==> config.mk <==
export PLATFORM = sky130hd
export DESIGN_NAME = imem_fetch_ctrl
export DESIGN_NICKNAME = d
export VERILOG_FILES = /design/src/rtl/imem_fetch_ctrl.sv
export SDC_FILE = /design/constraint.sdc
export NUM_CORES = 1
export LEC_CHECK = 0
export ABC_AREA = 1
export CORE_UTILIZATION = 43
export DETAILED_ROUTE_END_ITERATION = 10
export MAX_ROUTING_LAYER = met4
export PLACE_DENSITY = 0.89
export SYNTH_ARGS = -nofsm -noshare
export SYNTH_HDL_FRONTEND = slang
export SYNTH_SLANG_ARGS = --single-unit
==> constraint.sdc <==
create_clock -name clk -period 1.4 [get_ports clk]
set_input_delay 0.28 -clock clk [delete_from_list [all_inputs] [get_ports clk]]
set_output_delay 0.28 -clock clk [all_outputs]
set_load 0.05 [all_outputs]
==> src/rtl/imem_fetch_ctrl.sv <==
// imem_fetch_ctrl: instruction-memory fetch controller.
// Takes the PC from the fetch stage, issues one read per PC over a valid/ready
// request channel, waits for the response, and hands the instruction to decode
// with a valid/ready handshake.
// It also holds the PC through pc_stall, flushes on redirect, and flags
// misaligned fetches.
// Optional build macro FETCH_TIMEOUT_EN adds a response watchdog.
// That watchdog faults with cause 2'b10 after TIMEOUT_CYCLES silent WAIT cycles.
module imem_fetch_ctrl #(
    parameter logic [31:0] NOP_INSTR      = 32'h0000_0013,
    parameter int unsigned TIMEOUT_CYCLES = 64
) (
    input  logic        clk,
    input  logic        reset,
    input  logic [31:0] address,
    input  logic        redirect,
    output logic        imem_req_valid,
    output logic [31:0] imem_req_addr,
    input  logic        imem_req_ready,
    input  logic        imem_rsp_valid,
    input  logic [31:0] imem_rsp_data,
    output logic [31:0] instr,
    output logic [31:0] instr_pc,
    output logic        instr_valid,
    input  logic        instr_ready,
    output logic        pc_stall,
    output logic        fetch_fault,
    output logic [1:0]  fault_cause
);

    typedef enum logic [2:0] {
        ST_IDLE,
        ST_REQ,
        ST_WAIT,
        ST_HOLD,
        ST_FAULT
    } state_t;

    localparam logic [1:0] CAUSE_NONE      = 2'b00;
    localparam logic [1:0] CAUSE_MISALIGN  = 2'b01;
`ifdef FETCH_TIMEOUT_EN
    localparam logic [1:0] CAUSE_TIMEOUT   = 2'b10;
    localparam logic [7:0] WDOG_LAST       = 8'(TIMEOUT_CYCLES - 1);
`endif

    // Reject a watchdog limit the 8-bit counter cannot represent.
    if (TIMEOUT_CYCLES < 2 || TIMEOUT_CYCLES > 255) begin : g_bad_timeout
        $error("imem_fetch_ctrl: TIMEOUT_CYCLES must be in 2..255");
    end

    state_t      state_q;
    logic [31:0] pc_q;
    logic [31:0] instr_q;
    logic [31:0] instr_pc_q;
    logic        instr_valid_q;
    logic        fetch_fault_q;
    logic [1:0]  fault_cause_q;
    logic        drop_q;        // in-flight response must be discarded
`ifdef FETCH_TIMEOUT_EN
    logic [7:0]  wdog_q;
`endif

    logic addr_aligned;
    logic handshake;

    assign addr_aligned = (address[1:0] == 2'b00);
    assign handshake    = instr_valid_q & instr_ready;

    // Request channel passes the live PC through while in REQ, so a redirect
    // that lands in REQ is picked up without any extra bookkeeping.
    assign imem_req_valid = (state_q == ST_REQ) && addr_aligned;
    assign imem_req_addr  = (state_q == ST_REQ) ? address : 32'h0;

    // The PC may advance only on the decode handshake edge.
    assign pc_stall = reset | ~handshake;

    assign instr       = instr_q;
    assign instr_pc    = instr_pc_q;
    assign instr_valid = instr_valid_q;
    assign fetch_fault = fetch_fault_q;
    assign fault_cause = fault_cause_q;

    // Fetch FSM with registered decode-side and fault outputs.
    // NOTE: all state here uses non-blocking assignments so every register
    // samples the values from before the edge, independent of statement order.
    always_ff @(posedge clk) begin
        if (reset) begin
            state_q       <= ST_IDLE;
            pc_q          <= 32'h0;
            instr_q       <= NOP_INSTR;
            instr_pc_q    <= 32'h0;
            instr_valid_q <= 1'b0;
            fetch_fault_q <= 1'b0;
            fault_cause_q <= CAUSE_NONE;
            drop_q        <= 1'b0;
`ifdef FETCH_TIMEOUT_EN
            wdog_q        <= 8'h0;
`endif
        end else begin
            case (state_q)
                ST_IDLE: begin
                    state_q <= ST_REQ;
                end

                ST_REQ: begin
                    if (!addr_aligned) begin
                        state_q       <= ST_FAULT;
                        fetch_fault_q <= 1'b1;
                        fault_cause_q <= CAUSE_MISALIGN;
                    end else if (imem_req_ready) begin
                        pc_q    <= address;
                        state_q <= ST_WAIT;
`ifdef FETCH_TIMEOUT_EN
                        wdog_q  <= 8'h0;
`endif
                    end
                end

                ST_WAIT: begin
                    if (imem_rsp_valid) begin
                        if (drop_q || redirect) begin
                            // Response belongs to a flushed PC: throw it away.
                            drop_q  <= 1'b0;
                            state_q <= ST_REQ;
                        end else begin
                            instr_q       <= imem_rsp_data;
                            instr_pc_q    <= pc_q;
                            instr_valid_q <= 1'b1;
                            state_q       <= ST_HOLD;
                        end
                    end else begin
                        if (redirect) begin
                            drop_q <= 1'b1;
                        end
`ifdef FETCH_TIMEOUT_EN
                        // Watchdog keeps running even while a drop is pending.
                        if (wdog_q == WDOG_LAST) begin
                            state_q       <= ST_FAULT;
                            fetch_fault_q <= 1'b1;
                            fault_cause_q <= CAUSE_TIMEOUT;
                            drop_q        <= 1'b0;
                        end else begin
                            wdog_q <= wdog_q + 8'd1;
                        end
`endif
                    end
                end

                ST_HOLD: begin
                    // A handshake takes priority over a simultaneous redirect.
                    if (instr_ready) begin
                        instr_valid_q <= 1'b0;
                        state_q       <= ST_REQ;
                    end else if (redirect) begin
                        instr_valid_q <= 1'b0;
                        instr_q       <= NOP_INSTR;
                        state_q       <= ST_REQ;
                    end
                end

                ST_FAULT: begin
                    if (redirect) begin
                        fetch_fault_q <= 1'b0;
                        fault_cause_q <= CAUSE_NONE;
                        state_q       <= ST_REQ;
                    end
                end

                default: begin
                    state_q <= ST_IDLE;
                end
            endcase
        end
    end

endmodule

==> results of run 1 <==
[metrics by stage]
stage / area (um^2) / hold WS [ps] / util, %
CTS: 8270 / 446 / 87.8
detailed placement: 7580 / 432 / 80.5
global placement: 7580 / 428 / 80.5
floorplan: 4540 / 345 / -
[kinds of logic after synthesis]
logic type             Yosys count  share of synthesized area (%)
and+or+nand+nor                324                           30.7
AOI/OAI and AO/OA              101                           12.2
buffers and inverters           88                           8.95
DFF                            102                           48.1
other                            1                         0.0883
[what timing repair did]
| item | in CTS |
|---|---|
| pin swaps | 10 |
| gates cloned | 7 |
| resized for setup | 71 |
| buffers inserted | 12 |
| endpoints found under the setup margin | 116 |
==> out/qor.log, run 1 <==
qor: logic_synthesis.synth_enable_flop_cells 0
qor: logic_synthesis.post_synth_instance_area 4250 um^2
qor: floorplan.pin_count 172
qor: clock_tree.number_of_buffers_created_by_cts 9
qor: sta.worstEndpointGrtRepair imem_req_addr[8]
qor: logic_synthesis.post_synth_num_cell_types 21
qor: clock_tree.cts-root-to-sink-buffers 2
qor: logic_synthesis.yosys-top-cells-area sky130_fd_sc_hd__dfxtp_1 (48%), sky130_fd_sc_hd__nor2_1 (18%), sky130_fd_sc_hd__nand2_1 (6.3%)
qor: logic_synthesis.async_reset_ff_share 0%
qor: clock_tree.clock_sink_count 102
qor: floorplan.floorplan.initialDensity 45.1%
qor: outcome.run_status aborted with a tool error
qor: logic_synthesis.netlist_instances 616
qor: placed_design.gp_congestion 0.892
qor: floorplan.core.rowCount 35
qor: floorplan.floorplan.die.width 101 um
qor: logic_synthesis.ys.flop_type sky130_fd_sc_hd__dfxtp_1
qor: placed_design.count_of_placed_standard_cells_including_taps 913
qor: clock_tree.clockRootBuffer sky130_fd_sc_hd__clkbuf_8
qor: logic_synthesis.synth-warning-count 0
qor: logic_synthesis.synth.most_common_cell sky130_fd_sc_hd__nor2_1
qor: global_routing.largest_net_degree_at_the_start_of_global_routing 72
qor: floorplan.die_height 101 um
qor: logic_synthesis.yosysTopAreaCell sky130_fd_sc_hd__dfxtp_1
qor: outcome.first_err [ERROR DPL-0038] Utilization greater than 100%, impossible to legalize
qor: logic_synthesis.synth_top_area_share 48.1%
qor: logic_synthesis.netlist_top_cells_count sky130_fd_sc_hd__nor2_1 (203), sky130_fd_sc_hd__dfxtp_1 (102), sky130_fd_sc_hd__nand2_1 (71)
qor: clock_tree.hold_buffers 0
qor: logic_synthesis.ys_seq_elements 102
qor: placed_design.worst_slack_after_detailed_placement -567 ps
qor: logic_synthesis.syn-num-nets 686
qor: placed_design.hpwl 10700 um
qor: logic_synthesis.synth-seq-area-share 48.1%
qor: clock_tree.cts-htree-levels 3
qor: outcome.stop_stage global routing (5_1_grt)
qor: placed_design.port-buffer-count 170
qor: logic_synthesis.synth_area_per_cell 6.90 um^2
qor: sta.worst_path_endpoint_category top-level output
==> run 2: changes to the inputs <==
--- a/config.mk
+++ b/config.mk
@@ -6,10 +6,9 @@
 export NUM_CORES = 1
 export LEC_CHECK = 0
 export ABC_AREA = 1
-export CORE_UTILIZATION = 43
+export CORE_UTILIZATION = 40
 export DETAILED_ROUTE_END_ITERATION = 10
-export MAX_ROUTING_LAYER = met4
-export PLACE_DENSITY = 0.89
+export PLACE_DENSITY_LB_ADDON = 0.15
 export SYNTH_ARGS = -nofsm -noshare
 export SYNTH_HDL_FRONTEND = slang
 export SYNTH_SLANG_ARGS = --single-unit
==> run 2 against run 1 <==
The flow now finishes, with violations (setup timing). Synthesized area is the same. Synthesized cell count stayed put.
==> out/qor.log, run 2 <==
qor: outcome.run_status complete, but fails checks
qor: outcome.violated_checks setup timing
qor: routing.detail_route.wirelength 15600 um
qor: final_layout.layout-area-overhead-vs-synth 103%
qor: floorplan.core.rowCount 37
qor: routing.routed-via-count 4900
qor: logic_synthesis.synth-seq-area-share 48.1%
qor: clock_tree.cts-htree-levels 3
qor: routing.routedWlPerCell 16.1 um
qor: sta.finalHoldViolCount 0
qor: sta.final.setup_skew 10.5 ps
qor: sta.max_freq 583 MHz
qor: critical_path.cp.arrival 1440 ps
qor: logic_synthesis.synth.most_common_cell sky130_fd_sc_hd__nor2_1
qor: logic_synthesis.yosys-top-cells-area sky130_fd_sc_hd__dfxtp_1 (48%), sky130_fd_sc_hd__nor2_1 (18%), sky130_fd_sc_hd__nand2_1 (6.3%)
qor: logic_synthesis.ys_seq_elements 102
qor: floorplan.floorplan.initialDensity 41.2%
qor: placed_design.worst_slack_after_detailed_placement -389 ps
qor: logic_synthesis.async_reset_ff_share 0%
qor: clock_tree.number_of_buffers_created_by_cts 9
qor: critical_path.critical_path_peak_fanout 5
qor: critical_path.worstSetupEndpointType output port
qor: floorplan.floorplan.die.width 105 um
qor: final_layout.layout.nets 899
qor: routing.vias_per_cell 5.05
qor: critical_path.critical_path_required 1120 ps
qor: sta.fin_crit 1720 ps
qor: clock_tree.clk_transition_reported_paths 110 ps
qor: clock_tree.cts-root-to-sink-buffers 2
qor: floorplan.pin_count 172
qor: clock_tree.clockRootBuffer sky130_fd_sc_hd__clkbuf_8
qor: power.worst_vdd_ir 0.557 mV
qor: global_routing.first_global_vias 4500
qor: final_layout.leading_cell_types_in_the_layout_fill_and_taps_excluded sky130_fd_sc_hd__nor2_1 (169), sky130_fd_sc_hd__buf_12 (111), sky130_fd_sc_hd__dfxtp_1 (98), sky130_fd_sc_hd__nand2_1 (69), sky130_fd_sc_hd__clkdlybuf4s50_1 (68)
qor: logic_synthesis.yosysTopAreaCell sky130_fd_sc_hd__dfxtp_1
qor: logic_synthesis.synth_enable_flop_cells 0
qor: routing.detailedRoute.firstIterationViolations 272
qor: sta.min_period_over_period 123%
qor: logic_synthesis.netlist_top_cells_count sky130_fd_sc_hd__nor2_1 (203), sky130_fd_sc_hd__dfxtp_1 (102), sky130_fd_sc_hd__nand2_1 (71)
qor: logic_synthesis.post_synth_instance_area 4250 um^2
qor: logic_synthesis.syn-num-nets 686
qor: global_routing.gr-usage-all-layers 23.9%
qor: global_routing.global_route_wire_length_before_repair 21000 um
qor: sta.grt_setup_unrepaired yes
qor: floorplan.core 10300 um^2
qor: final_layout.final_layout_size_suffix_gt1_share 36.0%
qor: min_path.min_path_type flip-flop to flip-flop
qor: routing.drc 0
qor: clock_tree.hold_buffers 0
qor: floorplan.die_height 105 um
qor: logic_synthesis.synth_area_per_cell 6.90 um^2
qor: sta.final_max_slew_viol_count 0
qor: critical_path.timing.setup.critical_path_class flip-flop to output port
qor: clock_tree.clock_sink_count 102
qor: logic_synthesis.netlist_instances 616
qor: sta.setup-violations-final 121
qor: logic_synthesis.synth-warning-count 0
qor: global_routing.initial_antenna_violation_count 0
qor: logic_synthesis.post_synth_num_cell_types 21
qor: floorplan.die_area 11000 um^2
qor: power.power.density 846 nW/um^2
qor: critical_path.worst_setup_path_start_kind flip-flop
qor: global_routing.grt_overflow_total 0
qor: routing.total_iterations_of_the_first_detailed_routing_run 5
qor: final_layout.fin_util 83.7%
qor: placed_design.port-buffer-count 170
qor: placed_design.hpwl 8970 um
qor: final_layout.mostFrequentLayoutCell sky130_fd_sc_hd__nor2_1
qor: clock_tree.clock_insertion_delay_worst_skew 360 ps
qor: logic_synthesis.ys.flop_type sky130_fd_sc_hd__dfxtp_1
qor: global_routing.largest_net_degree_at_the_start_of_global_routing 68
qor: routing.postRouteAntennaNets 0
qor: final_layout.num_antenna_cells 0
qor: power.leakage 0.00359 uW
qor: sta.worst_slack -316 ps
qor: logic_synthesis.synth_top_area_share 48.1%
qor: placed_design.gp_congestion 0.789
qor: clock_tree.cts_tree done
qor: run.cap_viol_max_count 0
## run 2: cell counts after synthesis
Identical to the previous run, type by type.
## run 2: layout make-up
| type | instances | area [um^2] |
|---|---|---|
| clock buffer | 9 | 124 |
| clock inverter | 7 | 66.3 |
| fill | 577 | 1680 |
| inverter | 46 | 183 |
| multi-input combinational | 426 | 2400 |
| sequential | 102 | 2050 |
| tap | 136 | 170 |
| timing repair buffer | 244 | 3640 |
## run 2: worst paths after layout
| path | end | cells past startpoint | from | slack [ps] |
|---|---|---|---|---|
| max reg2reg | instr[15] | 10 | state_q[2] | -140 |
| max | imem_req_addr[1] | 6 | state_q[2] | -320 |
| min reg2reg | pc_q[1] | 2 | pc_q[1] | 460 |
| min | pc_q[1] | 2 | pc_q[1] | 460 |
## run 2: power breakdown
part | internal [uW] | total (uW) | switching [uW] | leakage, uW
sequential | 3000 | 3100 | 106 | 0.000827
combinational | 1140 | 2380 | 1240 | 0.00267
clock | 694 | 1820 | 1130 | 0.0000918
## run 2: logic make-up (layout without fill, tap and decap cells)
logic type             Yosys count  in the layout  share of synthesized area, %
DFF                            102            102                          48.1
other                            1              1                        0.0883
AOI/OAI and AO/OA              101            101                          12.2
buffers and inverters           88            306                          8.95
and+or+nand+nor                324            324                          30.7
## run 2: per-layer routing
metal	global-route usage (%)	share of wire, %	up-vias
met3	4.74	5.1	39
met5	0	0	-
met4	10.7	2.8	0
li1	-	-	2351
met2	44.8	54	182
met1	25.8	38	2328
## run 2: timing repair
| action | in CTS | in global routing |
|---|---|---|
| buffers inserted | 14 | 7 |
| pin swaps | 8 | 7 |
| cloned | 4 | 10 |
| endpoints found under the setup margin | 64 | 128 |
| gates resized for setup | 50 | 83 |
## run 2: through the flow
| step | instance area [um^2] | power [uW] | setup TNS, ps | hold WS, ps | std cells |
|---|---|---|---|---|---|
| global placement | 7630 | 5200 | -23570 | 429 | 924 |
| detailed placement | 7630 | 5250 | -28190 | 437 | 924 |
| floorplan | 4540 | 4220 | -895 | 345 | 616 |
| global route | 8640 | 7590 | -22150 | 472 | 970 |
| finish | 8640 | 7310 | -13280 | 458 | 970 |
| CTS | 8160 | 7190 | -10050 | 452 | 958 |
## run 2: worst max-delay path, stage by stage (launching register included)
cell                      delay, ps
sky130_fd_sc_hd__dfxtp_2        350
sky130_fd_sc_hd__inv_2           80
sky130_fd_sc_hd__nand3_4        120
sky130_fd_sc_hd__buf_6          160
sky130_fd_sc_hd__buf_6          120
sky130_fd_sc_hd__nor2_4         100
sky130_fd_sc_hd__buf_12         140
Power figures use the tool's default switching activity.
==> run 3: changes to the inputs <==
--- a/config.mk
+++ b/config.mk
@@ -5,7 +5,6 @@
 export SDC_FILE = /design/constraint.sdc
 export NUM_CORES = 1
 export LEC_CHECK = 0
-export ABC_AREA = 1
 export CORE_UTILIZATION = 40
 export DETAILED_ROUTE_END_ITERATION = 10
 export PLACE_DENSITY_LB_ADDON = 0.15
==> run 3 against run 2 <==
The flow still finishes with violations (setup timing). Fmax is 12% lower. Sequential cell count unchanged. Power grew 3.9%. Highest routed layer unchanged.
==> out/qor.log, run 3 <==
qor: logic_synthesis.post_synth_instance_area 4630 um^2
qor: sta.finalSetupTns -48320 ps
qor: power.total_power 7590 uW
qor: logic_synthesis.synth_enable_flop_cells 0
qor: critical_path.cp.arrival 1670 ps
qor: final_layout.mostFrequentLayoutCell sky130_fd_sc_hd__buf_12
qor: logic_synthesis.yosysTopAreaCell sky130_fd_sc_hd__dfxtp_1
qor: logic_synthesis.synth-xor-area-share 0%
qor: routing.postRouteAntennaNets 0
qor: sta.setup-violations-final 134
qor: floorplan.core.rowCount 38
qor: outcome.violated_checks setup timing
qor: critical_path.crit_slowest_cell sky130_fd_sc_hd__dfxtp_2
qor: floorplan.die_area 12000 um^2
qor: sta.grt_setup_unrepaired yes
qor: critical_path.timing.setup.critical_path_class flip-flop to output port
qor: logic_synthesis.synth_top_area_share 44.1%
qor: floorplan.core 11000 um^2
qor: placed_design.hpwl 9760 um
qor: sta.min_period_over_period 139%
qor: placed_design.count_of_placed_standard_cells_including_taps 817
qor: critical_path.worstSetupEndpointType output port
qor: clock_tree.clk_transition_reported_paths 70 ps
qor: logic_synthesis.netlist_instances 519
qor: final_layout.fin_cells 880
qor: logic_synthesis.yosys-top-cells-area sky130_fd_sc_hd__dfxtp_1 (44%), sky130_fd_sc_hd__mux2_4 (8.8%), sky130_fd_sc_hd__a21oi_1 (7.2%)
qor: final_layout.layout-area-overhead-vs-synth 108%
qor: floorplan.die_height 110 um
qor: logic_synthesis.ys_seq_elements 102
qor: clock_tree.cts-root-to-sink-buffers 2
qor: logic_synthesis.ys.flop_type sky130_fd_sc_hd__dfxtp_1
qor: global_routing.first_global_vias 4974
qor: clock_tree.clock_sink_count 102
qor: global_routing.largest_net_degree_at_the_start_of_global_routing 37
qor: routing.routedWlPerCell 24.2 um
qor: sta.fin_crit 1950 ps
qor: logic_synthesis.synth-seq-area-share 44.1%
qor: clock_tree.number_of_buffers_created_by_cts 9
qor: power.leakage 0.00365 uW
qor: floorplan.floorplan.die.width 110 um
qor: logic_synthesis.synthMuxAreaShare 10.1%
qor: placed_design.gp_congestion 0.816
qor: global_routing.initial_antenna_violation_count 0
qor: logic_synthesis.async_reset_ff_share 0%
qor: routing.detailedRoute.firstIterationViolations 409
qor: critical_path.cp_cell_sequence buf_6, nor3b_4, buf_6, clkbuf_16, and2_4, buf_12
qor: final_layout.fin_util 87.5%
qor: logic_synthesis.synth-adder-area-share 0%
qor: run.cap_viol_max_count 0
qor: logic_synthesis.post_synth_num_cell_types 37
qor: global_routing.gr-usage-all-layers 28.6%
qor: final_layout.layout.nets 804
qor: logic_synthesis.synth_compound_gate_area_share 15.8%
qor: critical_path.worst_setup_path_start_kind flip-flop
qor: logic_synthesis.synth_top_family_by_area simple AND/OR/NAND/NOR gates
qor: logic_synthesis.syn-num-nets 589
qor: routing.detail_route.wirelength 21300 um
qor: logic_synthesis.synth.most_common_cell sky130_fd_sc_hd__dfxtp_1
qor: routing.drc 0
qor: final_layout.nFillCells 489
qor: global_routing.global_route_wire_length_before_repair 26000 um
qor: sta.finalHoldViolCount 0
qor: floorplan.floorplan.initialDensity 41.9%
qor: outcome.run_status complete, but fails checks
qor: clock_tree.clock_insertion_delay_worst_skew 350 ps
qor: critical_path.critical_path_peak_fanout 6
qor: logic_synthesis.synth_simple_gate_area_share 24.3%
qor: min_path.min_path_type input port to flip-flop
qor: power.power.density 787 nW/um^2
qor: final_layout.leading_cell_types_in_the_layout_fill_and_taps_excluded sky130_fd_sc_hd__buf_12 (118), sky130_fd_sc_hd__dfxtp_1 (97), sky130_fd_sc_hd__clkdlybuf4s50_1 (62), sky130_fd_sc_hd__nand3_1 (40), sky130_fd_sc_hd__o21ai_2 (39)
qor: placed_design.port-buffer-count 170
qor: routing.total_iterations_of_the_first_detailed_routing_run 5
qor: clock_tree.cts-htree-levels 3
qor: logic_synthesis.netlist_top_cells_count sky130_fd_sc_hd__dfxtp_1 (102), sky130_fd_sc_hd__a21oi_1 (67), sky130_fd_sc_hd__nand3_1 (62)
qor: placed_design.placed_instance_area 7810 um^2
qor: final_layout.fin_area 9650 um^2
qor: sta.final_max_slew_viol_count 0
qor: routing.vias_per_cell 5.99
qor: sta.worst_slack -549 ps
qor: clock_tree.clockRootBuffer sky130_fd_sc_hd__clkbuf_16
qor: power.worst_vdd_ir 0.804 mV
qor: critical_path.path_common_cell sky130_fd_sc_hd__buf_6
qor: logic_synthesis.synth-warning-count 0
qor: sta.max_freq 513 MHz
qor: clock_tree.cts_tree done
qor: routing.routed-via-count 5267
qor: floorplan.pin_count 172
qor: critical_path.crit_path_max_cell_delay 350 ps
qor: global_routing.grt_overflow_total 0
qor: final_layout.final_layout_size_suffix_gt1_share 53.7%
qor: critical_path.critical_path_required 1120 ps
qor: logic_synthesis.synth_area_per_cell 8.92 um^2
qor: sta.final.setup_skew 5.81 ps
[run 3: changes by cell type after synthesis, moves of 28 or more]
| cell | delta |
|---|---|
| sky130_fd_sc_hd__o21ai_1 | +45 |
| sky130_fd_sc_hd__nor2b_1 | +30 |
| sky130_fd_sc_hd__and2_1 | +32 |
| sky130_fd_sc_hd__a21oi_1 | +33 |
| sky130_fd_sc_hd__nand2_1 | -70 |
| sky130_fd_sc_hd__nor2_1 | -197 |
| sky130_fd_sc_hd__clkbuf_1 | +28 |
| sky130_fd_sc_hd__nor3b_1 | +36 |
| sky130_fd_sc_hd__o21ai_0 | -44 |
| sky130_fd_sc_hd__inv_1 | -38 |
[run 3: critical path: cells and delay by family, from the launching register on]
family / cells / cell delay, ps
buf+inv: 4 / 600
flops: 1 / 350
simple gates: 2 / 370
[run 3: stage by stage]
stage | setup slack, ps | hold slack, ps
after floorplan | -404 | 373
after global placement | -777 | 446
after detailed placement | -844 | 457
after CTS | -479 | 411
after global routing | -579 | 407
final | -549 | 397
[run 3: what timing repair did]
item                       in CTS  in global routing
resized for setup             117                153
hold buffers                    0                  0
gates cloned                   15                  7
setup endpoints to repair     133                136
pin swaps                      37                 81
buffers inserted               17                 18
hold endpoints to repair        0                  0
[run 3: layout make-up]
cell class	count	area, um^2	area share (%)
clock inverter	4	22.5	0.233
timing repair buffer	261	4020	41.6
clock buffer	12	246	2.56
multi-input combinational	359	3130	32.5
inverter	1	3.75	0.0389
tap	140	175	1.82
antenna	1	2.50	0.0259
sequential	102	2050	21.2
[run 3: power by group]
group | leakage, uW | switching, uW | internal (uW) | total [uW]
clock network | 0.000132 | 1120 | 1250 | 2370
logic | 0.00270 | 1120 | 1130 | 2250
registers | 0.000825 | 35.1 | 2930 | 2970
[run 3: cell families (layout without fill, tap and decap cells)]
| family | count (synthesis) | after routing |
|---|---|---|
| and+or+nand+nor | 184 | 184 |
| AOI/OAI and AO/OA | 141 | 141 |
| DFF | 102 | 102 |
| buffers and inverters | 58 | 278 |
| muxes | 33 | 33 |
| other | 1 | 2 |
[run 3: worst paths after layout]
check,from,endpoint,slack [ps],depth (start not counted)
max,state_q[0],imem_req_addr[7],-550,6
max reg2reg,drop_q,instr[6],-500,4
min,reset,instr[22],400,3
min reg2reg,pc_q[4],pc_q[4],470,2
[run 3: per-layer routing]
| metal | GRT usage, % | part of all wire [%] |
|---|---|---|
| met2 | 50.1 | 52 |
| met4 | 13.9 | 4.1 |
| met1 | 33.8 | 37 |
| met3 | 4.86 | 7.2 |
| met5 | 0 | 0 |
